--- src/rtl/bin_to_bcd4.sv ---
// Sequential double-dabble converter: BIN_W-bit unsigned binary to four packed BCD digits.
// Optional leading-zero blank mask enabled by defining LEADING_ZERO_BLANK_EN.
module bin_to_bcd4 #(
  parameter int BIN_W = 14
) (
  input  logic             clk,
  input  logic             rst,
  input  logic             start,
  input  logic [BIN_W-1:0] bin_in,
  output logic             busy,
  output logic             done,
  output logic [15:0]      bcd_out,
  output logic             ovf,
  output logic [3:0]       blank
);

  localparam logic [31:0] MAX_BCD  = 32'd9999;
  localparam logic [3:0]  CNT_INIT = 4'(BIN_W);

  typedef enum logic {IDLE, SHIFT} state_t;

  state_t           state, state_nx;
  logic [BIN_W-1:0] opnd, opnd_nx;
  logic [15:0]      scratch, scratch_nx;
  logic [3:0]       cnt, cnt_nx;
  logic             sat, sat_nx;
  logic             busy_nx, done_nx, ovf_nx;
  logic [15:0]      bcd_nx;
  logic [3:0]       blank_nx;
  logic [15:0]      adj, shifted;

  // All four nibbles are corrected in parallel on the pre-shift value.
  function automatic logic [15:0] add3(input logic [15:0] s);
    logic [15:0] r;
    r = s;
    for (int i = 0; i < 4; i++) begin
      if (s[i*4 +: 4] >= 4'd5) r[i*4 +: 4] = s[i*4 +: 4] + 4'd3;
    end
    return r;
  endfunction

`ifdef LEADING_ZERO_BLANK_EN
  // Units digit is never blanked so a zero result still shows a single "0".
  function automatic logic [3:0] blank_mask(input logic [15:0] b);
    logic th, hu, te;
    th = (b[15:12] == 4'd0);
    hu = th & (b[11:8] == 4'd0);
    te = hu & (b[7:4] == 4'd0);
    return {th, hu, te, 1'b0};
  endfunction
`endif

  always_comb begin
    state_nx   = state;
    opnd_nx    = opnd;
    scratch_nx = scratch;
    cnt_nx     = cnt;
    sat_nx     = sat;
    busy_nx    = busy;
    done_nx    = 1'b0;
    bcd_nx     = bcd_out;
    ovf_nx     = ovf;
    blank_nx   = blank;
    adj        = add3(scratch);
    shifted    = (adj << 1) | {15'b0, opnd[BIN_W-1]};

    case (state)
      IDLE: begin
        if (start) begin
          if (32'(bin_in) > MAX_BCD) begin
            opnd_nx = MAX_BCD[BIN_W-1:0];
            sat_nx  = 1'b1;
          end else begin
            opnd_nx = bin_in;
            sat_nx  = 1'b0;
          end
          scratch_nx = 16'h0000;
          cnt_nx     = CNT_INIT;
          busy_nx    = 1'b1;
          state_nx   = SHIFT;
        end
      end
      SHIFT: begin
        scratch_nx = shifted;
        opnd_nx    = {opnd[BIN_W-2:0], 1'b0};
        cnt_nx     = cnt - 4'd1;
        // Outputs are only published on the last shift, never mid-conversion.
        if (cnt == 4'd1) begin
          state_nx = IDLE;
          busy_nx  = 1'b0;
          done_nx  = 1'b1;
          bcd_nx   = shifted;
          ovf_nx   = sat;
`ifdef LEADING_ZERO_BLANK_EN
          blank_nx = blank_mask(shifted);
`else
          blank_nx = 4'b0000;
`endif
        end
      end
      default: state_nx = IDLE;
    endcase
  end

  always_ff @(posedge clk or posedge rst) begin
    if (rst) begin
      state   <= IDLE;
      opnd    <= '0;
      scratch <= 16'h0000;
      cnt     <= 4'd0;
      sat     <= 1'b0;
      busy    <= 1'b0;
      done    <= 1'b0;
      bcd_out <= 16'h0000;
      ovf     <= 1'b0;
      blank   <= 4'b0000;
    end else begin
      state   <= state_nx;
      opnd    <= opnd_nx;
      scratch <= scratch_nx;
      cnt     <= cnt_nx;
      sat     <= sat_nx;
      busy    <= busy_nx;
      done    <= done_nx;
      bcd_out <= bcd_nx;
      ovf     <= ovf_nx;
      blank   <= blank_nx;
    end
  end

endmodule

--- config.mk ---
export PLATFORM = sky130hd
export DESIGN_NAME = bin_to_bcd4
export DESIGN_NICKNAME = d
export VERILOG_FILES = /design/src/rtl/bin_to_bcd4.sv
export SDC_FILE = /design/constraint.sdc
export NUM_CORES = 1
export LEC_CHECK = 0
export BUFFER_PORTS_ARGS = -buffer_cell sky130_fd_sc_hd__buf_2
export CORE_MARGIN = 2
export CORE_UTILIZATION = 25
export DETAILED_ROUTE_END_ITERATION = 16
export GPL_TIMING_DRIVEN = 0
export HOLD_SLACK_MARGIN = 0.06
export PLACE_DENSITY = 0.44
export SLEW_MARGIN = 20
export SYNTH_ARGS = -nofsm -noshare
export SYNTH_HDL_FRONTEND = slang
export SYNTH_SLANG_ARGS = --single-unit
--- constraint.sdc ---
create_clock -name clk -period 2 [get_ports clk]
set_input_delay 0.4 -clock clk [delete_from_list [all_inputs] [get_ports clk]]
set_output_delay 0.4 -clock clk [all_outputs]
set_load 0.01 [all_outputs]
==> results of run 1 <==
[cell usage in the layout (no fill, tap or decap), drive strengths merged]
master       Yosys  layout
nand4            1       1
a221o            4       4
o22ai           13      13
and3             1       1
buf             15      51
nor4             1       1
dfrtp           55      55
a21oi           14      14
or3              4       4
and2b            2       2
nand3            1       1
o21a             2       2
clkbuf           1       9
mux2             4       4
nor3             1       1
a21o             1       1
nor3b           10      10
mux2i            4       4
nor2            11      11
nand3b           3       3
clkinv           1       1
o221a            3       3
o22a             1       1
o21ai           27      27
nand2b           4       4
nand2           44      44
a311oi           1       1
inv             16      16
conb             1       4
xnor2            4       4
o31ai            1       1
ha              10      10
a31oi            3       3
nor2b            1       1
dlygate4sd3      0       1
[flip-flops by register name, indices dropped and copies added, names as in the netlist]
name / cells
bcd_out: 16
scratch: 16
opnd: 14
cnt: 4
busy: 1
done: 1
ovf: 1
sat: 1
state: 1
[power by group through the flow]
stage                     logic [mW]  registers, mW  clock network (mW)
after floorplan                 1.40           1.98                   0
after global placement          1.97           1.95                   0
after detailed placement        2.03           1.96                   0
after CTS                       2.02           1.95               0.703
after global routing            2.24           2.01               0.747
final                           1.98           1.94               0.662
[cell type report]
type | instances | area, um2 | share of cell area, %
buffer | 16 | 116 | 3.64
clock buffer | 8 | 100 | 3.13
inverter | 17 | 67.6 | 2.12
multi-input combinational | 180 | 1150 | 36.0
sequential | 55 | 1380 | 43.1
tap | 136 | 170 | 5.33
timing repair buffer | 37 | 213 | 6.66
[metal layers]
metal	track usage, %	routed length [um]
met5	0	0
met4	1.92	24
met1	15.1	3000
met2	18.1	2740
met3	2.48	185
[kinds of logic (layout without fill, tap and decap cells)]
kind of cell             after synthesis  after routing  synth area share [%]
AND/OR/NAND/NOR                       84             84                  16.1
flip-flops                            55             55                  51.0
AO/OA/AOI/OAI                         70             70                  16.8
adder cells (fa/ha/maj)               10             10                  4.64
other                                  1              4                 0.139
XOR/XNOR                               4              4                  1.30
multiplexers                           8              8                  3.29
buffers and inverters                 33             78                  6.73
[what timing repair did]
item	in CTS	in global routing
endpoints found under the setup margin	0	0
endpoints found under the hold margin	10	0
hold buffers	1	0
[stage by stage]
| step | cells | TNS [ns] | power, mW | util (%) |
|---|---|---|---|---|
| after detailed placement | 440 | 0 | 3.99 | 29.6 |
| after floorplan | 268 | 0 | 3.38 | - |
| after global routing | 449 | 0 | 5.01 | 30.7 |
| after CTS | 449 | 0 | 4.67 | 30.7 |
| after global placement | 439 | -33.64 | 3.92 | 29.3 |
| final | 449 | 0 | 4.58 | 30.7 |
[path summary, 6_finish.rpt]
kind	start	slack [ns]	endpoint
setup reg to reg	scratch[0]	0.37	scratch[2]
min in group asynchronous	rst	0.55	bcd_out[2]
hold reg to reg	bcd_out[6]	0.48	bcd_out[6]
max in group asynchronous	rst	0.98	scratch[6]
setup / recovery	scratch[0]	0.37	scratch[2]
hold / removal	bin_in[5]	0.36	opnd[5]
==> results by group, run 1 <==
Critical path
  – Critical-path top delay cell: dfrtp_1
  – Kind of critical path: flip-flop to flip-flop
  – Critical path endpoint category: flip-flop
  – Max incr delay on CP: 0.41 ns
  – Crit path depth: 6
  – Peak fanout along the critical path: 3
  – Reg2reg path depth: 6
  – Worst Path Required: 2.22 ns
  – Family with the most delay on the worst path: flip-flops
  – CP cell instances: inv_1 -> ha_1 -> nand2b_1 -> a21oi_2 -> mux2_2 -> o22ai_1
  – Crit path buf inv count: 1
  – Worst EP arrival: 1.85 ns
  – CP startpoint kind: flip-flop

Yosys
  – Dominant synthesized flop cell: dfrtp_1
  – Ranking of synthesized cells by area: dfrtp_1 (51%), nand2_1 (6.0%), ha_1 (4.6%)
  – Area leader, netlist: dfrtp_1
  – Post-synthesis cell area: 0.00270 mm2
  – Avg Synthesized Cell Area: 10.2 um2
  – Cells after synthesis: 265
  – Synth top area share: 51.0%
  – Post-synth top cells: dfrtp_1 (55), nand2_1 (43), o21ai_0 (19)
  – Synth cell types: 44
  – Post-synthesis sequential area ratio: 51.0%
  – Async SR Flop Fraction: 100%
  – FF+latch count, synth: 55
  – Syn. warnings: 0
  – EDFF count, synth: 0
  – Most common cell in the netlist: dfrtp_1

Floorplanning
  – Std-Cell Rows: 37
  – IO Pins: 40
  – Die W: 108 um
  – CORE AREA: 0.0104 mm2
  – Die Height: 108 um
  – Die area: 0.0116 mm2
  – Initial Utilization: 25.9%

Clock tree
  – CTS buffer count: 5
  – Clock sinks: 55
  – Clock latency at the later pin of the worst-skew pair: 0.30 ns
  – H-tree Lvls: 2
  – Clk buf depth: 2
  – Postcts setup bufs: 0
  – Root Driver: clkbuf_8
  – Resized Gates After CTS: 0
  – Clock-pin slew on the worst setup and hold paths: 0.10 ns
  – CTS tree: built

Final layout
  – Area grow syn2layout: 18.4%
  – FILL cells: 1,110
  – Share of cells above drive strength 1: 24.3%
  – Post-route cell area: 0.00319 mm2
  – # diodes: 0
  – Final Net Count: 339

Drt
  – Iteration-0 DRC Markers: 48
  – Vias per cell: 4.41
  – Wire per inst: 13.3 um
  – Post-route antenna net violation count: 0
  – Routed vias: 1,978
  – Pre-antenna DRT Iters: 4
  – Total routed wirelength: 5.95 mm
  – Drt drc: 0

Place
  – IO Port Bufs: 35
  – Placer's final routability congestion estimate: 0.737
  – Placed instance area: 0.00308 mm2
  – DP HPWL: 4.38 mm
  – Worst slack, placed: 0.382 ns

Power
  – Sw Pwr: 1.74 mW
  – Internal power: 2.84 mW
  – VDD IR max: 0.423 mV
  – Switching part of the total power: 37.9%
  – P_leak: 1.47 nW
  – Clock power share: 14.5%
  – Combinational Power Share: 43.1%
  – Power per standard cell area: 1430 mW/mm2
  – Flop pwr share: 42.4%

STA
  – Hold Slack: 0.357 ns
  – Final Hold Viols: 0
  – Worst Skew: 0.00487 ns
  – Final setup violation count: 0
  – RSZ-0062 raised after global routing: false
  – Crit share post-route: 81.4%
  – Final Worst Setup Slack: 0.373 ns
  – Fmax: 614 MHz
  – Min Clock Period, post-route: 1.63 ns
  – Slew Viols, Final: 0

Status
  – Outcome: finished, final reports clean

Global routing
  – Tot GR Track Use: 11.1%
  – Number of global-route vias before repair: 2,013
  – Largest net degree at the start of global routing: 46
  – Initial antenna violation count: 0
  – Congestion Overflow GR: 0
  – First-pass GRT wire length: 10.2 mm

Worst hold path
  – Hold depth: 2
  – Hold Crit Class: input port to flip-flop

Flow run
  – MaxCap Viol Count: 0
Power figures use the tool's default switching activity.
==> inputs of run 2 (changes only) <==
PLACE_DENSITY = 0.46   (was 0.44)
clock period = 1.42 ns   (was 2 ns; I/O delays follow)
==> run 2 against run 1 <==
The flow now finishes with violations (negative setup slack). Total power is 69% higher. Sequential power is 45% higher. Final cell count is 3.6% higher. Flip-flop and latch count stayed put. Non-clock buffer count is 16 higher. Cell area is 11% higher. Routed wire length is 8.1% higher. Largest cell class is now multi-input gates.
==> results by group, run 2 (synthesis results as in run 1) <==
Floorplanning
  – IO Pins: 40
  – Die Height: 108 um
  – CORE AREA: 0.0104 mm2
  – Die area: 0.0116 mm2
  – Initial Utilization: 25.9%
  – Die W: 108 um
  – Std-Cell Rows: 37

Status
  – Outcome: finished, violations left
  – Violated checks: negative setup slack

Clock tree
  – Clk buf depth: 2
  – CTS tree: built
  – Clock latency at the later pin of the worst-skew pair: 0.30 ns
  – H-tree Lvls: 2
  – CTS buffer count: 5
  – Clock sinks: 55
  – Root Driver: clkbuf_8
  – Clock-pin slew on the worst setup and hold paths: 0.10 ns

Critical path
  – Worst EP arrival: 1.73 ns
  – Register-to-Register Setup Slack: -0.08 ns
  – Peak fanout along the critical path: 3
  – Critical-path top delay cell: dfrtp_1
  – Crit path buf inv count: 1
  – Max incr delay on CP: 0.39 ns
  – Critical path endpoint category: flip-flop
  – Family with the most delay on the worst path: flip-flops
  – Worst Path Required: 1.64 ns
  – Kind of critical path: flip-flop to flip-flop
  – CP cell instances: inv_2 -> ha_4 -> nand2b_4 -> a21oi_4 -> mux2_4 -> o22ai_1
  – CP startpoint kind: flip-flop

Drt
  – Iteration-0 DRC Markers: 85
  – Pre-antenna DRT Iters: 4
  – Drt drc: 0
  – Routed vias: 2,097
  – Total routed wirelength: 6.43 mm
  – Post-route antenna net violation count: 0
  – Wire per inst: 13.8 um
  – Vias per cell: 4.51

Final layout
  – Post-route cell area: 0.00355 mm2
  – Final Net Count: 355
  – Commonest non-fill, non-tap cell in the layout: dfrtp_1
  – Area grow syn2layout: 31.7%
  – Commonest non-fill, non-tap cells in the layout: dfrtp_1 (55), nand2_1 (43), buf_2 (39), buf_4 (20), o21ai_0 (13)
  – # diodes: 0
  – Final non-filler cell total: 465
  – Regs by FF count: bcd_out: 16 flops, scratch: 16 flops, opnd: 14 flops
  – Share of cells above drive strength 1: 38.6%
  – Final core utilization: 34.1%

Power
  – Internal power: 4.76 mW
  – VDD IR max: 0.610 mV
  – Clock power share: 11.0%
  – Power per standard cell area: 2180 mW/mm2
  – Switching part of the total power: 38.5%
  – Combinational Power Share: 52.7%
  – P_leak: 1.59 nW
  – Final Total Pwr: 7.74 mW
  – Sw Pwr: 2.98 mW
  – Flop pwr share: 36.3%

Global routing
  – Congestion Overflow GR: 0
  – Tot GR Track Use: 11.5%
  – Largest net degree at the start of global routing: 29
  – Number of global-route vias before repair: 2,137
  – Initial antenna violation count: 0
  – First-pass GRT wire length: 10.6 mm

STA
  – RSZ-0062 raised after global routing: true
  – Min Clock Period, post-route: 1.50 ns
  – Worst-Margin Slew: 0.659 ns
  – Final Hold Viols: 0
  – Final setup violation count: 5
  – Crit share post-route: 106%
  – Worst Skew: 0.00580 ns
  – Final Worst Setup Slack: -0.0804 ns
  – Fmax: 666 MHz
  – Slew Viols, Final: 0
  – Slew margin rel.: 55.9%

Place
  – Placer's final routability congestion estimate: 0.734
  – DP HPWL: 4.28 mm
  – Worst slack, placed: -0.151 ns
  – Placed instance area: 0.00310 mm2
  – IO Port Bufs: 35
  – Placed Cells: 440

Flow run
  – MaxCap Viol Count: 0

Worst hold path
  – Hold Crit Class: input port to async pin
[run 2: cell type report]
cell class / instances / area (um2)
Clock inverter: 1 / 5.00
Buffer: 16 / 130
Timing Repair Buffer: 53 / 330
Multi-Input combinational cell: 180 / 1390
Clock buffer: 7 / 76.3
Sequential cell: 55 / 1380
Inverter: 17 / 72.6
Tap cell: 136 / 170
Fill cell: 1099 / 6860
[run 2: metrics by stage]
| step | TNS [ns] | hold slack (ns) |
|---|---|---|
| after floorplan | 0 | 0.358 |
| after global placement | -0.525 | 0.460 |
| after detailed placement | -0.810 | 0.425 |
| after CTS | -0.127 | 0.0803 |
| after global routing | -0.639 | 0.0975 |
| final | -0.153 | 0.0619 |
[run 2: timing repair]
| item | 4_1_cts | 5_1_grt |
|---|---|---|
| hold buffers | 0 | 0 |
| resized for setup | 33 | 25 |
| pin swaps | 10 | 6 |
| setup endpoints to repair | 9 | 28 |
| setup buffers | 12 | 5 |
[run 2: power groups by stage]
stage               registers, mW  logic, mW  clock network, mW
finish                       2.81       4.08              0.852
global route                 2.91       4.53              0.952
CTS                          2.79       3.67              0.893
detailed placement           2.77       2.94                  0
global placement             2.76       2.87                  0
floorplan                    2.79       2.07                  0
[run 2: routing by layer]
metal	track usage (%)	up-vias	part of all wire, %
li1	-	1036	-
met1	15.2	1022	47
met2	19.7	35	48
met3	2.48	4	3.6
met4	1.92	0	0.53
met5	0	-	0
[run 2: worst paths after layout]
check                       startpoint     endpoint  cells after the start
max                         scratch[1]   scratch[2]                      6
max in group asynchronous          rst  bcd_out[11]                      3
min                                rst   scratch[2]                      2
max reg2reg                 scratch[1]   scratch[2]                      6
min reg2reg                bcd_out[10]  bcd_out[10]                      2
min in group clk             bin_in[7]      opnd[7]                      2
